### config.mk
export PLATFORM = sky130hd
export DESIGN_NAME = bf16_sub_pipe_flat
export DESIGN_NICKNAME = d
export VERILOG_FILES = /design/src/rtl/bf16_sub_pipe_if.sv /design/src/rtl/bf16_sub_pipe.sv /design/src/flat_wrapper.sv
export SDC_FILE = /design/constraint.sdc
export NUM_CORES = 1
export LEC_CHECK = 0
export ABC_CLOCK_PERIOD_IN_PS = 4410
export CORE_AREA = 2 2 117 119
export DETAILED_ROUTE_END_ITERATION = 6
export DIE_AREA = 0 0 119 121
export PLACE_DENSITY = 0.76
export SLEW_MARGIN = 0
export SYNTH_ARGS = -nofsm -noshare
export SYNTH_HDL_FRONTEND = slang
export SYNTH_SLANG_ARGS = --single-unit
### constraint.sdc
create_clock -name clk -period 4.41 [get_ports clk]
set_clock_uncertainty 0.1 [all_clocks]
set_input_delay 0.882 -clock clk [delete_from_list [all_inputs] [get_ports clk]]
set_output_delay 0.882 -clock clk [all_outputs]
set_load 0.01 [all_outputs]
### src/rtl/bf16_sub_pipe_if.sv
// Handshake and operand/result bus for the BF16 subtract pipeline.
// slave  : pipeline side (takes operands, returns ready_o and the result)
// master : producer/consumer side (drives operands and ready_i)
interface bf16_sub_pipe_if;
  logic       valid_i;
  logic       ready_o;
  logic       sa_i;
  logic [7:0] ea_i;
  logic [6:0] ma_i;
  logic       sb_i;
  logic [7:0] eb_i;
  logic [6:0] mb_i;
  logic       valid_o;
  logic       ready_i;
  logic       s_o;
  logic [7:0] e_o;
  logic [6:0] m_o;

  modport slave (
    input  valid_i, sa_i, ea_i, ma_i, sb_i, eb_i, mb_i, ready_i,
    output ready_o, valid_o, s_o, e_o, m_o
  );

  modport master (
    output valid_i, sa_i, ea_i, ma_i, sb_i, eb_i, mb_i, ready_i,
    input  ready_o, valid_o, s_o, e_o, m_o
  );
endinterface

### src/rtl/bf16_sub_pipe.sv
// Three-stage BF16 subtractor, result = a - b, round-to-nearest-even,
// flush-to-zero on inputs with exponent 0 and on results below exponent 1.
// Ports:
//   clk    - rising-edge clock
//   nreset - asynchronous active-low reset
//   bus    - operand pair in (valid_i/ready_o), result out (valid_o/ready_i)
// Stages: S1 unpack/specials/align, S2 add-sub/normalize, S3 round/pack.
// ready_o is the single enable for every stage, so a stalled output
// freezes the whole pipe.
module bf16_sub_pipe (
  input  logic                clk,
  input  logic                nreset,
  bf16_sub_pipe_if.slave      bus
);

  logic w_en;
  assign w_en       = !(bus.valid_o && !bus.ready_i);
  assign bus.ready_o = w_en;

  // ---------------- S1: unpack, specials, alignment ----------------
  logic       w_a_zero, w_b_zero, w_a_inf, w_b_inf, w_a_nan, w_b_nan;
  logic [7:0] w_sig_a, w_sig_b;
  logic       w_a_big;
  logic       w_big_s, w_sml_s;
  logic [7:0] w_big_e, w_sml_e, w_big_sig, w_sml_sig, w_shift;
  logic [10:0] w_sml_ext, w_sml_mask, w_sml_al;

  assign w_a_zero = (bus.ea_i == 8'h00);
  assign w_b_zero = (bus.eb_i == 8'h00);
  assign w_a_inf  = (bus.ea_i == 8'hFF) && (bus.ma_i == 7'h00);
  assign w_b_inf  = (bus.eb_i == 8'hFF) && (bus.mb_i == 7'h00);
  assign w_a_nan  = (bus.ea_i == 8'hFF) && (bus.ma_i != 7'h00);
  assign w_b_nan  = (bus.eb_i == 8'hFF) && (bus.mb_i != 7'h00);
  assign w_sig_a  = w_a_zero ? 8'h00 : {1'b1, bus.ma_i};
  assign w_sig_b  = w_b_zero ? 8'h00 : {1'b1, bus.mb_i};

  // Order by magnitude so S2 only ever subtracts the smaller from the larger.
  assign w_a_big   = {bus.ea_i, w_sig_a[6:0]} >= {bus.eb_i, w_sig_b[6:0]};
  assign w_big_s   = w_a_big ? bus.sa_i  : ~bus.sb_i;
  assign w_sml_s   = w_a_big ? ~bus.sb_i : bus.sa_i;
  assign w_big_e   = w_a_big ? bus.ea_i  : bus.eb_i;
  assign w_sml_e   = w_a_big ? bus.eb_i  : bus.ea_i;
  assign w_big_sig = w_a_big ? w_sig_a   : w_sig_b;
  assign w_sml_sig = w_a_big ? w_sig_b   : w_sig_a;
  assign w_shift   = w_big_e - w_sml_e;
  assign w_sml_ext = {w_sml_sig, 3'b000};

  // Guard/round bits plus a sticky bit jammed into the LSB.
  always_comb begin
    w_sml_mask = 11'd0;
    w_sml_al   = {10'd0, |w_sml_sig};
    if (w_shift < 8'd11) begin
      w_sml_mask = (11'd1 << w_shift[3:0]) - 11'd1;
      w_sml_al   = (w_sml_ext >> w_shift[3:0]) | {10'd0, |(w_sml_ext & w_sml_mask)};
    end
  end

  logic        r1_valid, r1_nan, r1_inf, r1_inf_s, r1_zero_s, r1_sign, r1_sub;
  logic [7:0]  r1_exp;
  logic [10:0] r1_big, r1_sml;

  always_ff @(posedge clk or negedge nreset) begin
    if (!nreset) begin
      r1_valid  <= 1'b0;
      r1_nan    <= 1'b0;
      r1_inf    <= 1'b0;
      r1_inf_s  <= 1'b0;
      r1_zero_s <= 1'b0;
      r1_sign   <= 1'b0;
      r1_sub    <= 1'b0;
      r1_exp    <= 8'd0;
      r1_big    <= 11'd0;
      r1_sml    <= 11'd0;
    end else if (w_en) begin
      r1_valid  <= bus.valid_i;
      // inf - inf with equal signs is the only invalid combination of infinities.
      r1_nan    <= w_a_nan || w_b_nan || (w_a_inf && w_b_inf && (bus.sa_i == bus.sb_i));
      r1_inf    <= w_a_inf || w_b_inf;
      r1_inf_s  <= w_a_inf ? bus.sa_i : ~bus.sb_i;
      // An exact zero sum is negative only when both addends are -0.
      r1_zero_s <= bus.sa_i & ~bus.sb_i;
      r1_sign   <= w_big_s;
      r1_sub    <= w_big_s ^ w_sml_s;
      r1_exp    <= w_big_e;
      r1_big    <= {w_big_sig, 3'b000};
      r1_sml    <= w_sml_al;
    end
  end

  // ---------------- S2: add/subtract, normalize ----------------
  logic [11:0] w_sum;
  logic [3:0]  w_lzc;
  logic [10:0] w_norm;
  logic [9:0]  w_exp;

  assign w_sum = r1_sub ? ({1'b0, r1_big} - {1'b0, r1_sml})
                        : ({1'b0, r1_big} + {1'b0, r1_sml});

  always_comb begin
    w_lzc = 4'd11;
    for (int i = 0; i <= 10; i++) begin
      if (w_sum[i]) w_lzc = 4'(10 - i);
    end
  end

  // Exponent is kept 10 bits wide so a deep cancellation goes negative
  // instead of wrapping into a large value.
  always_comb begin
    if (w_sum[11]) begin
      w_norm = {w_sum[11:2], w_sum[1] | w_sum[0]};
      w_exp  = {2'b00, r1_exp} + 10'd1;
    end else begin
      w_norm = w_sum[10:0] << w_lzc;
      w_exp  = {2'b00, r1_exp} - {6'd0, w_lzc};
    end
  end

  logic        r2_valid, r2_nan, r2_inf, r2_inf_s, r2_zero_s, r2_sign, r2_zero;
  logic [9:0]  r2_exp;
  logic [10:0] r2_norm;

  always_ff @(posedge clk or negedge nreset) begin
    if (!nreset) begin
      r2_valid  <= 1'b0;
      r2_nan    <= 1'b0;
      r2_inf    <= 1'b0;
      r2_inf_s  <= 1'b0;
      r2_zero_s <= 1'b0;
      r2_sign   <= 1'b0;
      r2_zero   <= 1'b0;
      r2_exp    <= 10'd0;
      r2_norm   <= 11'd0;
    end else if (w_en) begin
      r2_valid  <= r1_valid;
      r2_nan    <= r1_nan;
      r2_inf    <= r1_inf;
      r2_inf_s  <= r1_inf_s;
      r2_zero_s <= r1_zero_s;
      r2_sign   <= r1_sign;
      r2_zero   <= (w_sum == 12'd0);
      r2_exp    <= w_exp;
      r2_norm   <= w_norm;
    end
  end

  // ---------------- S3: round, pack ----------------
  logic       w_up;
  logic [8:0] w_rsig;
  logic [9:0] w_rexp;
  logic [6:0] w_rman;
  logic       w_res_s;
  logic [7:0] w_res_e;
  logic [6:0] w_res_m;

  assign w_up   = r2_norm[2] & (r2_norm[3] | r2_norm[1] | r2_norm[0]);
  assign w_rsig = {1'b0, r2_norm[10:3]} + {8'd0, w_up};
  assign w_rexp = r2_exp + {9'd0, w_rsig[8]};
  assign w_rman = w_rsig[8] ? w_rsig[7:1] : w_rsig[6:0];

  always_comb begin
    w_res_s = r2_sign;
    w_res_e = w_rexp[7:0];
    w_res_m = w_rman;
    if (r2_nan) begin
      w_res_s = 1'b0;
      w_res_e = 8'hFF;
      w_res_m = 7'h40;
    end else if (r2_inf) begin
      w_res_s = r2_inf_s;
      w_res_e = 8'hFF;
      w_res_m = 7'h00;
    end else if (r2_zero) begin
      w_res_s = r2_zero_s;
      w_res_e = 8'h00;
      w_res_m = 7'h00;
    end else if ($signed(r2_exp) < 10'sd1) begin
      w_res_e = 8'h00;
      w_res_m = 7'h00;
    end else if (w_rexp >= 10'd255) begin
      w_res_e = 8'hFF;
      w_res_m = 7'h00;
    end
  end

  logic       r3_valid, r3_s;
  logic [7:0] r3_e;
  logic [6:0] r3_m;

  always_ff @(posedge clk or negedge nreset) begin
    if (!nreset) begin
      r3_valid <= 1'b0;
      r3_s     <= 1'b0;
      r3_e     <= 8'd0;
      r3_m     <= 7'd0;
    end else if (w_en) begin
      r3_valid <= r2_valid;
      r3_s     <= w_res_s;
      r3_e     <= w_res_e;
      r3_m     <= w_res_m;
    end
  end

  assign bus.valid_o = r3_valid;
  assign bus.s_o     = r3_s;
  assign bus.e_o     = r3_e;
  assign bus.m_o     = r3_m;

endmodule

### src/flat_wrapper.sv
// flat-port wrapper written by rule: the top's interface ports become plain ports
module bf16_sub_pipe_flat 
  (clk, nreset, bus_valid_i, bus_sa_i, bus_ea_i, bus_ma_i, bus_sb_i, bus_eb_i, bus_mb_i, bus_ready_i, bus_ready_o, bus_valid_o, bus_s_o, bus_e_o, bus_m_o);
  bf16_sub_pipe_if bus_i ();
  input  logic clk;
  input  logic nreset;
  input wire logic [$bits(bus_i.valid_i)-1:0] bus_valid_i;
  input wire logic [$bits(bus_i.sa_i)-1:0] bus_sa_i;
  input wire logic [$bits(bus_i.ea_i)-1:0] bus_ea_i;
  input wire logic [$bits(bus_i.ma_i)-1:0] bus_ma_i;
  input wire logic [$bits(bus_i.sb_i)-1:0] bus_sb_i;
  input wire logic [$bits(bus_i.eb_i)-1:0] bus_eb_i;
  input wire logic [$bits(bus_i.mb_i)-1:0] bus_mb_i;
  input wire logic [$bits(bus_i.ready_i)-1:0] bus_ready_i;
  output wire logic [$bits(bus_i.ready_o)-1:0] bus_ready_o;
  output wire logic [$bits(bus_i.valid_o)-1:0] bus_valid_o;
  output wire logic [$bits(bus_i.s_o)-1:0] bus_s_o;
  output wire logic [$bits(bus_i.e_o)-1:0] bus_e_o;
  output wire logic [$bits(bus_i.m_o)-1:0] bus_m_o;
  assign bus_i.valid_i = bus_valid_i;
  assign bus_i.sa_i = bus_sa_i;
  assign bus_i.ea_i = bus_ea_i;
  assign bus_i.ma_i = bus_ma_i;
  assign bus_i.sb_i = bus_sb_i;
  assign bus_i.eb_i = bus_eb_i;
  assign bus_i.mb_i = bus_mb_i;
  assign bus_i.ready_i = bus_ready_i;
  assign bus_ready_o = bus_i.ready_o;
  assign bus_valid_o = bus_i.valid_o;
  assign bus_s_o = bus_i.s_o;
  assign bus_e_o = bus_i.e_o;
  assign bus_m_o = bus_i.m_o;
  bf16_sub_pipe u_core (.clk(clk), .nreset(nreset), .bus(bus_i));
endmodule
# == Word-level counts from Yosys, hierarchy flattened ==
# Index checks and enable logic that the tools add are counted.
# word_totals
reg_bits,79
input_bits,36
out_inout_bits,18
wordCells,109
# op_classes
n_addsub,8
n_lt_le_gt_ge,4
eq_ne,3
n_shift,3
n_mux,38
bitwise_logic,9
n_reduce_logical,21
# ops
cell,count
$mux 8,11
$mux 7,6
$mux 4,8
$mux 11,2
$eq 8x8->1 const B,2
$logic_not 8->1,2
$ge 15x15->1,1
$logic_not 7->1,2
$reduce_bool 7->1,2
$add 11x11->12,1
$logic_not 12->1,1
$mux 12,1
$sub 11x11->12,1
$and 11x11->11,1
$or 11x1->11,1
$reduce_or 11->1,1
$shl 1x4->11 const A,1
$shl 11x4->11,1
$shr 11x4->11,1
$sub 11x1->11 const B,1
$add 10x1->10,1
$ge 10x8->1 const B,1
$lt 10x2->1 const B,1
$mux 10,1
16 further kinds,35

# == Longest topological paths before layout ==
# Gate-level depths: netlist of the first run.
# depth
word_depth,15
mapped_depth,23
mapped_depth_nobuf,21

# == Least setup slack after synthesis of the first run ==
# OpenSTA, ideal clock, no wires.
# synth_timing
kind,in2reg
start,input bus_eb_i[1]
end,register u_core.r1_sml[0]
setup_ps,126
arrival_ps,5440
required_time_ps,4184
slack_ps,-1256
path_stages,22
path_buffers,2
path_cell_list,clkbuf_1 > nor4_1 > nand2_1 > nand2_1 > ha_1 > a211oi_1 > nor2_1 > o31ai_1 > clkbuf_1 > nand4_1 > and2_1 > ha_1 > and2_1 > o31a_1 > nor2_1 > a21boi_1 > nor3_1 > o32a_1 > a22o_1 > a211oi_4 > nor3_1 > a221o_1
# synth_between
elab_chain_len,11
elab_cells_between_ends,16
cone_classes,2 x add/sub; 2 x order compare; 2 x shift; 5 x mux; 2 x bitwise; 3 x reduce/logical
# synth_rtl
item,line_no,text
"start, declared",flat_wrapper.sv:12,input wire logic [$bits(bus_i.eb_i)-1:0] bus_eb_i;
$logic_not 8->1,bf16_sub_pipe.sv:29,assign w_b_zero = (bus.eb_i == 8'h00);
$mux 8,bf16_sub_pipe.sv:35,"assign w_sig_b = w_b_zero ? 8'h00 : {1'b1, bus.mb_i};"
$ge 15x15->1,bf16_sub_pipe.sv:38,"assign w_a_big = {bus.ea_i, w_sig_a[6:0]} >= {bus.eb_i, w_sig_b[6:0]};"
"$mux 8, on equally long branches","bf16_sub_pipe.sv:41, bf16_sub_pipe.sv:42",
$sub 8x8->8,bf16_sub_pipe.sv:45,assign w_shift = w_big_e - w_sml_e;
$shl 1x4->11,bf16_sub_pipe.sv:53,w_sml_mask = (11'd1 << w_shift[3:0]) - 11'd1;
$sub 11x1->11,bf16_sub_pipe.sv:53,
$and 11x11->11,bf16_sub_pipe.sv:54,"w_sml_al = (w_sml_ext >> w_shift[3:0]) | {10'd0, |(w_sml_ext & w_sml_mask)};"
$reduce_or 11->1,bf16_sub_pipe.sv:54,
$or 11x1->11,bf16_sub_pipe.sv:54,
$mux 11 *,bf16_sub_pipe.sv:52,if (w_shift < 8'd11) begin
"end signal, assigned",bf16_sub_pipe.sv:86,r1_sml <= w_sml_al;
"end, declared",bf16_sub_pipe.sv:60,"logic [10:0] r1_big, r1_sml;"
# Mark *: on every way between the ends. The rest lies on a longest branch, timed or not.
# A chain may end at the register's enable or synchronous reset.

# == Worst setup path after layout of the first run ==
# layout_timing
start,input bus_ea_i[5]
end,register u_core.r1_sml[0]
# layout_between
elab_chain_len,11
elab_cells_between_ends,16
cone_classes,2 x add/sub; 2 x order compare; 2 x shift; 5 x mux; 2 x bitwise; 3 x reduce/logical
# layout_rtl
item,line_no,text
"start, declared",flat_wrapper.sv:9,input wire logic [$bits(bus_i.ea_i)-1:0] bus_ea_i;
$logic_not 8->1,bf16_sub_pipe.sv:28,assign w_a_zero = (bus.ea_i == 8'h00);
$mux 8,bf16_sub_pipe.sv:34,"assign w_sig_a = w_a_zero ? 8'h00 : {1'b1, bus.ma_i};"
$ge 15x15->1,bf16_sub_pipe.sv:38,
"$mux 8, on equally long branches","bf16_sub_pipe.sv:41, bf16_sub_pipe.sv:42",
$sub 8x8->8,bf16_sub_pipe.sv:45,
$shl 1x4->11,bf16_sub_pipe.sv:53,
$sub 11x1->11,bf16_sub_pipe.sv:53,
$and 11x11->11,bf16_sub_pipe.sv:54,
$reduce_or 11->1,bf16_sub_pipe.sv:54,
$or 11x1->11,bf16_sub_pipe.sv:54,
$mux 11 *,bf16_sub_pipe.sv:52,
# Marks and branches as above.

==> results of run 1 <==
[flip-flops by register name (all words and copies together) (netlist names), 7 cells and up]
register and cells:
u_core.bus.m_o 7, u_core.r1_sml 11, u_core.r1_exp 8, u_core.bus.e_o 8
u_core.r1_big 8, u_core.r2_norm 11, u_core.r2_exp 10
[where the power goes]
group	internal [uW]	total [uW]	leakage [uW]	switching [uW]
Sequential	959	1190	0.000964	227
Clock	463	786	0.000152	323
Combinational	1280	2680	0.00321	1390
[final timing paths]
path	end	slack, ns	cells past startpoint
max in group asynchronous	u_core.r1_sml[9]$_DFFE_PN0N_	2.97	1
hold reg to reg	u_core.r2_inf_s$_DFFE_PN0N_	0.37	2
hold / removal	u_core.r2_inf_s$_DFFE_PN0N_	0.37	2
setup reg to reg	u_core.r2_exp[6]$_DFFE_PN0N_	-0.02	20
setup / recovery	u_core.r1_sml[0]$_DFFE_PN0N_	-0.68	23
min in group asynchronous	u_core.r2_norm[3]$_DFFE_PN0N_	0.57	1
[cell families after synthesis]
group | synth area share, %
simple gates | 23.7
compound gates | 25.1
buf+inv | 5.21
flops | 28.6
fa+ha+maj | 8.54
mux | 5.32
xor+xnor | 3.55
[per-stage QoR]
step / power, uW / std cells / area, um2 / setup WS (ns) / hold slack (ns)
after global routing: 4960 / 1267 / 9760 / -0.871 / 0.386
after global placement: 3570 / 1227 / 8900 / -1.36 / 0.340
after CTS: 4480 / 1251 / 9420 / -0.626 / 0.369
final: 4650 / 1267 / 9760 / -0.683 / 0.372
after detailed placement: 3640 / 1227 / 8900 / -1.49 / 0.357
after floorplan: 2660 / 875 / 7080 / -0.723 / 0.330
[layer usage]
metal  track usage, %  part of all wire [%]  vias up  wire (um)
met5                0                     0        -          0
met4             12.5                   4.1        0        896
met3             3.34                   5.4       74       1170
met2             52.1                    50      306      10900
met1             36.3                    40     3561       8770
li1                 -                     -     3636          -
[repair_timing]
| item | 4_1_cts | 5_1_grt |
|---|---|---|
| pin swaps | 28 | 27 |
| setup buffers | 8 | 16 |
| resized for setup | 75 | 56 |
| endpoints found under the setup margin | 15 | 16 |
[area by class of cell]
type,count,area (um2)
clock inverters,6,75.1
well taps,176,220
repair buffers,246,1980
inverters,43,161
clock buffers,10,239
multi-input cells,707,5110
flip-flops and latches,79,1980
fillers,928,3330
[cells in the mapped netlist (18+ instances only)]
| cell type | count | area (um2) |
|---|---|---|
| nand2_1 | 113 | 424 |
| nor2_1 | 80 | 300 |
| dfrtp_1 | 79 | 1980 |
| a21oi_1 | 65 | 325 |
| o21ai_0 | 59 | 295 |
| ha_1 | 44 | 551 |
| inv_1 | 42 | 158 |
| clkbuf_1 | 32 | 120 |
| nand3_1 | 27 | 135 |
| nor3_1 | 25 | 125 |
| mux2i_1 | 21 | 210 |
| a31oi_1 | 18 | 113 |
[worst min-delay path: cells and delay by family (launching register included)]
kind	cells	cell delay, ns
flip-flops	1	0.34
AND/OR/NAND/NOR	2	0.10
==> run_results.csv, run 1 <==
group,metric,value,unit
finish,final_common_cell,"buf_4",
placed_design,place_congestion,1.03,
worst_setup_path,critical_path_class,"in2reg",
drt,wl,21800,um
worst_setup_path,critPathTopFamily,"compound AO/OA/AOI/OAI gates",
worst_setup_path,worst_path_most_repeated_cell,"and2_4",
worst_setup_path,slowest_stage,"nor4_4",
power,vdd_drop_max,0.275,mV
drt,drc,0,
timing,drv_slew,0,
drt,first_iter_violations,609,
worst_setup_path,startpoint_type,"input port",
worst_setup_path,worstSetupStartpoint,"bus_ea_i[5]",
power,static-leakage-power,0.00433,uW
cts,clk_pin_slew_worst_paths,0.06,ns
run_status,status,"finished with violations",
timing,finalSetupViolCount,13,
finish,syn_to_final_growth,41.1,%
cts,tritoncts,"built",
run_status,violations,"negative setup slack",
worst_setup_path,critical_path_arrival,5.22,ns
grt,grt_pass1_wl,34400,um
worst_setup_path,crit_required,4.54,ns
finish,layout-drive-gt1-share,29.3,%
synth,synth_cells,875,
timing,rsz0062_at_grt,"true",
grt,grt.total_usage,29.4,%
die,start_util,52.8,%
timing,final_hold_viol_count,0,
hold_path,min-delay-start,"u_core.r1_inf_s$_DFFE_PN0N_",
finish,final_cell_mix,"187 x buf_4, 100 x nand2_1, 79 x dfrtp_1",
synth,synth_area_per_cell,7.90,um2
grt,grt_pass1_vias,7162,
worst_setup_path,slowest_delay,0.38,ns
placed_design,port_buffers,53,
die,dieArea,14400,um2
drt,vias_per_cell,5.98,
synth,syn_area,6910,um2
grt,grt_max_degree,80,
cts,clock_latency,0.35,ns
die,core,13100,um2
drt,ant_nets,0,
placed_design,dp_hpwl,15600,um
finish,final_nets,1168,
drt,drtPass1Iterations,5,
die,dieWidth,119,um
synth,synth-seq-cells,79,
grt,grt_overflow,0,
timing,relSlewSlack,34.1,%
job,cap_viol_max_count,0,
grt,antenna_found_initial,0,
cts,numCtsBuffers,9,
worst_setup_path,crit_buf_inv,3,
timing,tightest_slew,0.988,ns
synth,ys_seq_area_share,28.6,%
power,powerDensity,476,nW/um2
cts,htree_levels,3,
synth,async_flop_share,100,%
timing,final.setup.worst_slack,-0.683,ns
die,fp-row-count,42,
cts,root_buffer,"clkbuf_16",
drt,wl_per_cell,17.2,um
worst_setup_path,r2r-start,"u_core.r1_sml[3]$_DFFE_PN0N_",
synth,synthDistinctLibCells,82,
worst_setup_path,cp-end-kind,"register",
timing,tns,-6.53,ns
hold_path,hold_class,"reg2reg",
cts,postCtsHoldBufs,0,
synth,ys_warn_count,0,
finish,final_util,74.6,%
timing,max_freq,0.196,GHz
worst_setup_path,worstPathMaxFanout,7,
cts,clk_path_buf_depth,2,
timing,period_share,115,%
synth,synth_fp_nets,957,
cts,cts.sinks,79,
timing,fin_crit,5.09,ns
synth,synth_ff_type,"dfrtp_1",
die,ioPinCount,54,
worst_setup_path,path_cells,"buf_6, nor4_4, nand2_4, and2_4, ha_4, nand4_1, buf_4, a21oi_4, o31ai_4, a211o_1, and2_4, ha_4, and2_4, o31a_1, nor2_1, a21boi_4, nor3_2, o32a_1, a22o_1, a211oi_4, buf_6, nor3_2, a221o_1",
drt,num_vias,7577,
die,die_y,121,um
finish,antenna_cells,0,
synth,synth_edf_count,0,
No activity file was read; power rests on OpenSTA's default activity.
==> run 2: changes to the inputs <==
--- a/config.mk
+++ b/config.mk
@@ -9,6 +9,7 @@
 export CORE_AREA = 2 2 117 119
 export DETAILED_ROUTE_END_ITERATION = 6
 export DIE_AREA = 0 0 119 121
+export GPL_ROUTABILITY_DRIVEN = 0
 export PLACE_DENSITY = 0.76
 export SLEW_MARGIN = 0
 export SYNTH_ARGS = -nofsm -noshare
==> run 2 against run 1 <==
- the run still ends with negative setup slack left
- core utilization is 0.086 points lower
- total power is 1.0% lower
- global-route usage up 0.32 points
- non-clock buffer count is 4 lower
- clock power decreased by 9.3%
- setup slack lost 0.016 ns
- hold slack lost 0.0071 ns
- via count increased by 1.2%
- critical path depth up 4
- fmax is 0.30% lower
- largest power group unchanged
==> run_results.csv, run 2 (synthesis results as in run 1) <==
group,metric,value,unit
run_status,status,"finished with violations",
run_status,violations,"negative setup slack",
drt,drc,0,
timing,holdWs,0.365,ns
job,cap_viol_max_count,0,
timing,fin_crit,5.11,ns
grt,grt_overflow,0,
power,power.total,4600,uW
worst_setup_path,critical_path_arrival,5.22,ns
drt,wl,22000,um
timing,final.setup.worst_slack,-0.698,ns
timing,tightest_slew,0.973,ns
timing,rsz0062_at_grt,"true",
worst_setup_path,startpoint_type,"input port",
cts,htree_levels,3,
cts,numCtsBuffers,9,
die,die_y,121,um
placed_design,dp_hpwl,15400,um
finish,final_common_cell,"buf_4",
worst_setup_path,cp-end-kind,"register",
cts,clk_pin_slew_worst_paths,0.06,ns
worst_setup_path,crit_required,4.52,ns
finish,syn_to_final_growth,41.0,%
cts,clock_latency,0.34,ns
cts,postCtsHoldBufs,0,
drt,ant_nets,0,
finish,antenna_cells,0,
die,start_util,52.8,%
die,dieWidth,119,um
cts,tritoncts,"built",
power,vdd_drop_max,0.228,mV
power,static-leakage-power,0.00430,uW
die,ioPinCount,54,
finish,layout-drive-gt1-share,29.4,%
worst_setup_path,worstPathMaxFanout,5,
grt,antenna_found_initial,0,
drt,vias_per_cell,6.08,
placed_design,port_buffers,53,
timing,drv_slew,0,
drt,first_iter_violations,681,
drt,num_vias,7670,
die,fp-row-count,42,
worst_setup_path,critical_path_class,"in2reg",
finish,top_regs,"u_core.r1_sml (11), u_core.r2_norm (11), u_core.r2_exp (10)",
grt,grt_pass1_vias,7487,
finish,final_cell_mix,"181 x buf_4, 103 x nand2_1, 79 x dfrtp_1",
drt,drtPass1Iterations,6,
die,core,13100,um2
grt,grt.total_usage,29.7,%
finish,n_fill_cell,879,
power,powerDensity,472,nW/um2
timing,final_hold_viol_count,0,
die,dieArea,14400,um2
timing,max_freq,0.196,GHz
hold_path,hold_class,"reg2reg",
timing,finalSetupViolCount,11,
cts,clk_path_buf_depth,2,
cts,root_buffer,"clkbuf_16",
timing,relSlewSlack,35.2,%
grt,grt_pass1_wl,35100,um
drt,wl_per_cell,17.4,um
cts,cts.sinks,79,
timing,period_share,116,%
finish,final_nets,1164,
grt,grt_max_degree,80,
-- run 2: power breakdown --
part           internal, uW  switching [uW]
logic                  1300            1400
registers               959             224
clock network           411             302
total                  2670            1930
-- run 2: area by class of cell --
cell class / count / area [um2] / share of cell area (%)
multi-input cells: 707 / 5150 / 52.8
flip-flops and latches: 79 / 1980 / 20.3
repair buffers: 242 / 1950 / 20.1
clock buffers: 11 / 253 / 2.59
well taps: 176 / 220 / 2.26
inverters: 43 / 164 / 1.68
clock inverters: 4 / 30.0 / 0.308
-- run 2: path summary, 6_finish.rpt --
| path | from | endpoint | slack, ns | cells past startpoint |
|---|---|---|---|---|
| setup / recovery | bus_ea_i[4] | u_core.r1_sml[0]$_DFFE_PN0N_ | -0.70 | 27 |
| hold / removal | u_core.r2_valid$_DFFE_PN0N_ | u_core.bus.valid_o$_DFFE_PN0N_ | 0.36 | 1 |
| setup reg to reg | u_core.r1_sml[3]$_DFFE_PN0N_ | u_core.r2_exp[6]$_DFFE_PN0N_ | 0.05 | 21 |
| hold reg to reg | u_core.r2_valid$_DFFE_PN0N_ | u_core.bus.valid_o$_DFFE_PN0N_ | 0.36 | 1 |
| max in group asynchronous | nreset | u_core.r1_sml[10]$_DFFE_PN0N_ | 2.99 | 1 |
| min in group asynchronous | nreset | u_core.bus.m_o[3]$_DFFE_PN0N_ | 0.60 | 1 |
-- run 2: what timing repair did --
item                                    CTS  global route
pin swaps                                26            20
endpoints found under the setup margin   15            18
gates resized for setup                  85            64
setup buffers                            10             6
-- run 2: worst max-delay path: stages --
cell,delay (ns)
buf_8,0.10
nor4_4,0.36
nand2_2,0.15
buf_6,0.15
and2_4,0.14
ha_4,0.26
nand4_1,0.12
buf_4,0.18
o41ai_4,0.25
a221oi_2,0.08
buf_4,0.16
nand4_1,0.12
and2_4,0.19
ha_4,0.13
buf_4,0.10
nand2_1,0.06
o211ai_1,0.10
a21oi_2,0.09
and3_4,0.17
buf_4,0.13
o221ai_1,0.20
o311ai_1,0.14
a211oi_2,0.32
a211oi_4,0.07
buf_6,0.16
and2_4,0.14
a221o_1,0.28
-- run 2: metal layers --
layer | track usage, % | part of all wire [%] | vias up
met4 | 14.3 | 4.4 | 0
met1 | 35.1 | 39 | 3599
met3 | 4.37 | 6.2 | 94
met2 | 53.0 | 50 | 330
li1 | - | - | 3647
met5 | 0 | 0 | -
-- run 2: through the flow --
stage                     area, um2  utilization [%]  setup TNS (ns)  std cells  worst slack (ns)
final                          9750             74.5           -6.16       1262            -0.698
after global placement         8940             68.3          -14.02       1231             -1.35
after floorplan                7080                -           -6.20        875            -0.723
after CTS                      9490             72.5           -5.76       1256            -0.658
after detailed placement       8940             68.3          -15.71       1231             -1.48
after global routing           9750             74.5           -8.54       1262            -0.853
==> edit: new RTL, config.mk and constraints of run 1 <==
Reset style: synchronous (`nreset`), changed in 3 clocked blocks. Comments in the files are not updated.
--- a/src/rtl/bf16_sub_pipe.sv
+++ b/src/rtl/bf16_sub_pipe.sv
@@ -61,3 +61,3 @@
 
-  always_ff @(posedge clk or negedge nreset) begin
+  always_ff @(posedge clk) begin
     if (!nreset) begin
@@ -121,3 +121,3 @@
 
-  always_ff @(posedge clk or negedge nreset) begin
+  always_ff @(posedge clk) begin
     if (!nreset) begin
@@ -188,3 +188,3 @@
 
-  always_ff @(posedge clk or negedge nreset) begin
+  always_ff @(posedge clk) begin
     if (!nreset) begin
Behaviour: differs if nreset is asserted again (counterexample within 4 cycles, from zero or initial values and one cycle with nreset low); with nreset held inactive, the same outputs for 4 cycles.
==> edit against run 1 <==
Area after synthesis down 5.9%; critical path depth down 5; routed wire length down 6.6%; worst setup slack better by 0.70 ns; design area down 6.0%; power down 32%; sequential cell count unchanged; first-iteration DRC count up 12%; count of clock-buffer cells in the layout down 1; core utilization down 4.5 points; non-clock buffer count down 19; synthesized cell count down 0.69%; sequential power down 25%; critical path type is now register to register; critical endpoint is now u_core.r2_exp[7].
==> edit: results (changes against run 1) <==
| Metric | Value |
|---|---|
| Status | `finished clean (was finished with violations)` |
| Seq/Total Area, Yosys | `24.3% (was 28.6%)` |
| Inverter count | `51 (was 43)` |
| Post-layout net count | `1,141 (was 1,168)` |
| Met2 usage in global routing | `45.3% (was 52.1%)` |
| Synth cell types | `85 (was 82)` |
| Slew HR | `24.9% (was 34.1%)` |
| Pre-antenna DRT Iters | `6 (was 5)` |
| Via-to-Cell Ratio | `5.91 (was 5.98)` |
| Count of multi-input gates | `691 (was 707)` |
| Number of global-route vias before repair | `6,834 (was 7,162)` |
| Met2 wire len | `9730 um (was 10,900 um)` |
| GRT Overall Usage | `27.0% (was 29.4%)` |
| Layout cells sized above 1 | `29.4% (was 29.3%)` |
| Post-synthesis mux area share | `5.35% (was 5.32%)` |
| Initial drt markers | `685 (was 609)` |
| Worst path top cell family by delay | `simple AND/OR/NAND/NOR gates (was compound AO/OA/AOI/OAI gates)` |
| Met1 Usage GRT | `34.6% (was 36.3%)` |
| First-pass GRT wire length | `32,000 um (was 34,400 um)` |
| CP arrival | `4.55 ns (was 5.22 ns)` |
| Fraction of area in registers | `17.3% (was 20.3%)` |
| Non-Filler Instances | `1,240 (was 1,267)` |
| DR WL/cell | `16.4 um (was 17.2 um)` |
| RePlAce Congestion | `0.957 (was 1.03)` |
| Detail Placement HPWL | `14,500 um (was 15,600 um)` |
[edit: cell count changes after synthesis, moves of 13 or more]
cell | before | now
dfrtp_1 | 79 | 0
dfxtp_1 | 0 | 79
nor2_1 | 80 | 67
o21ai_0 | 59 | 72
[edit: worst paths after layout]
path	start	end	slack [ns]	cells after the start
worst max-delay path	u_core.r1_sml[0]	u_core.r2_exp[7]	0.02	18
worst min-delay path	u_core.bus.m_o[4]	u_core.bus.m_o[4]	0.35	2
worst max register to register	u_core.r1_sml[0]	u_core.r2_exp[7]	0.02	18
worst min register to register	u_core.bus.m_o[4]	u_core.bus.m_o[4]	0.35	2
[edit: power by group]
group          leakage, nW  internal (mW)  switching, mW
Combinational         3.06          0.743          0.724
Clock                0.151          0.451          0.333
Sequential           0.651          0.802         0.0964
Total                 3.86           2.00           1.15
[edit: timing repair]
item                       CTS  global route
setup buffers                3            14
setup endpoints to repair   12            23
resized for setup           50            97
pin swaps                   20            53
cloned                       1             0
hold buffers                 0             0
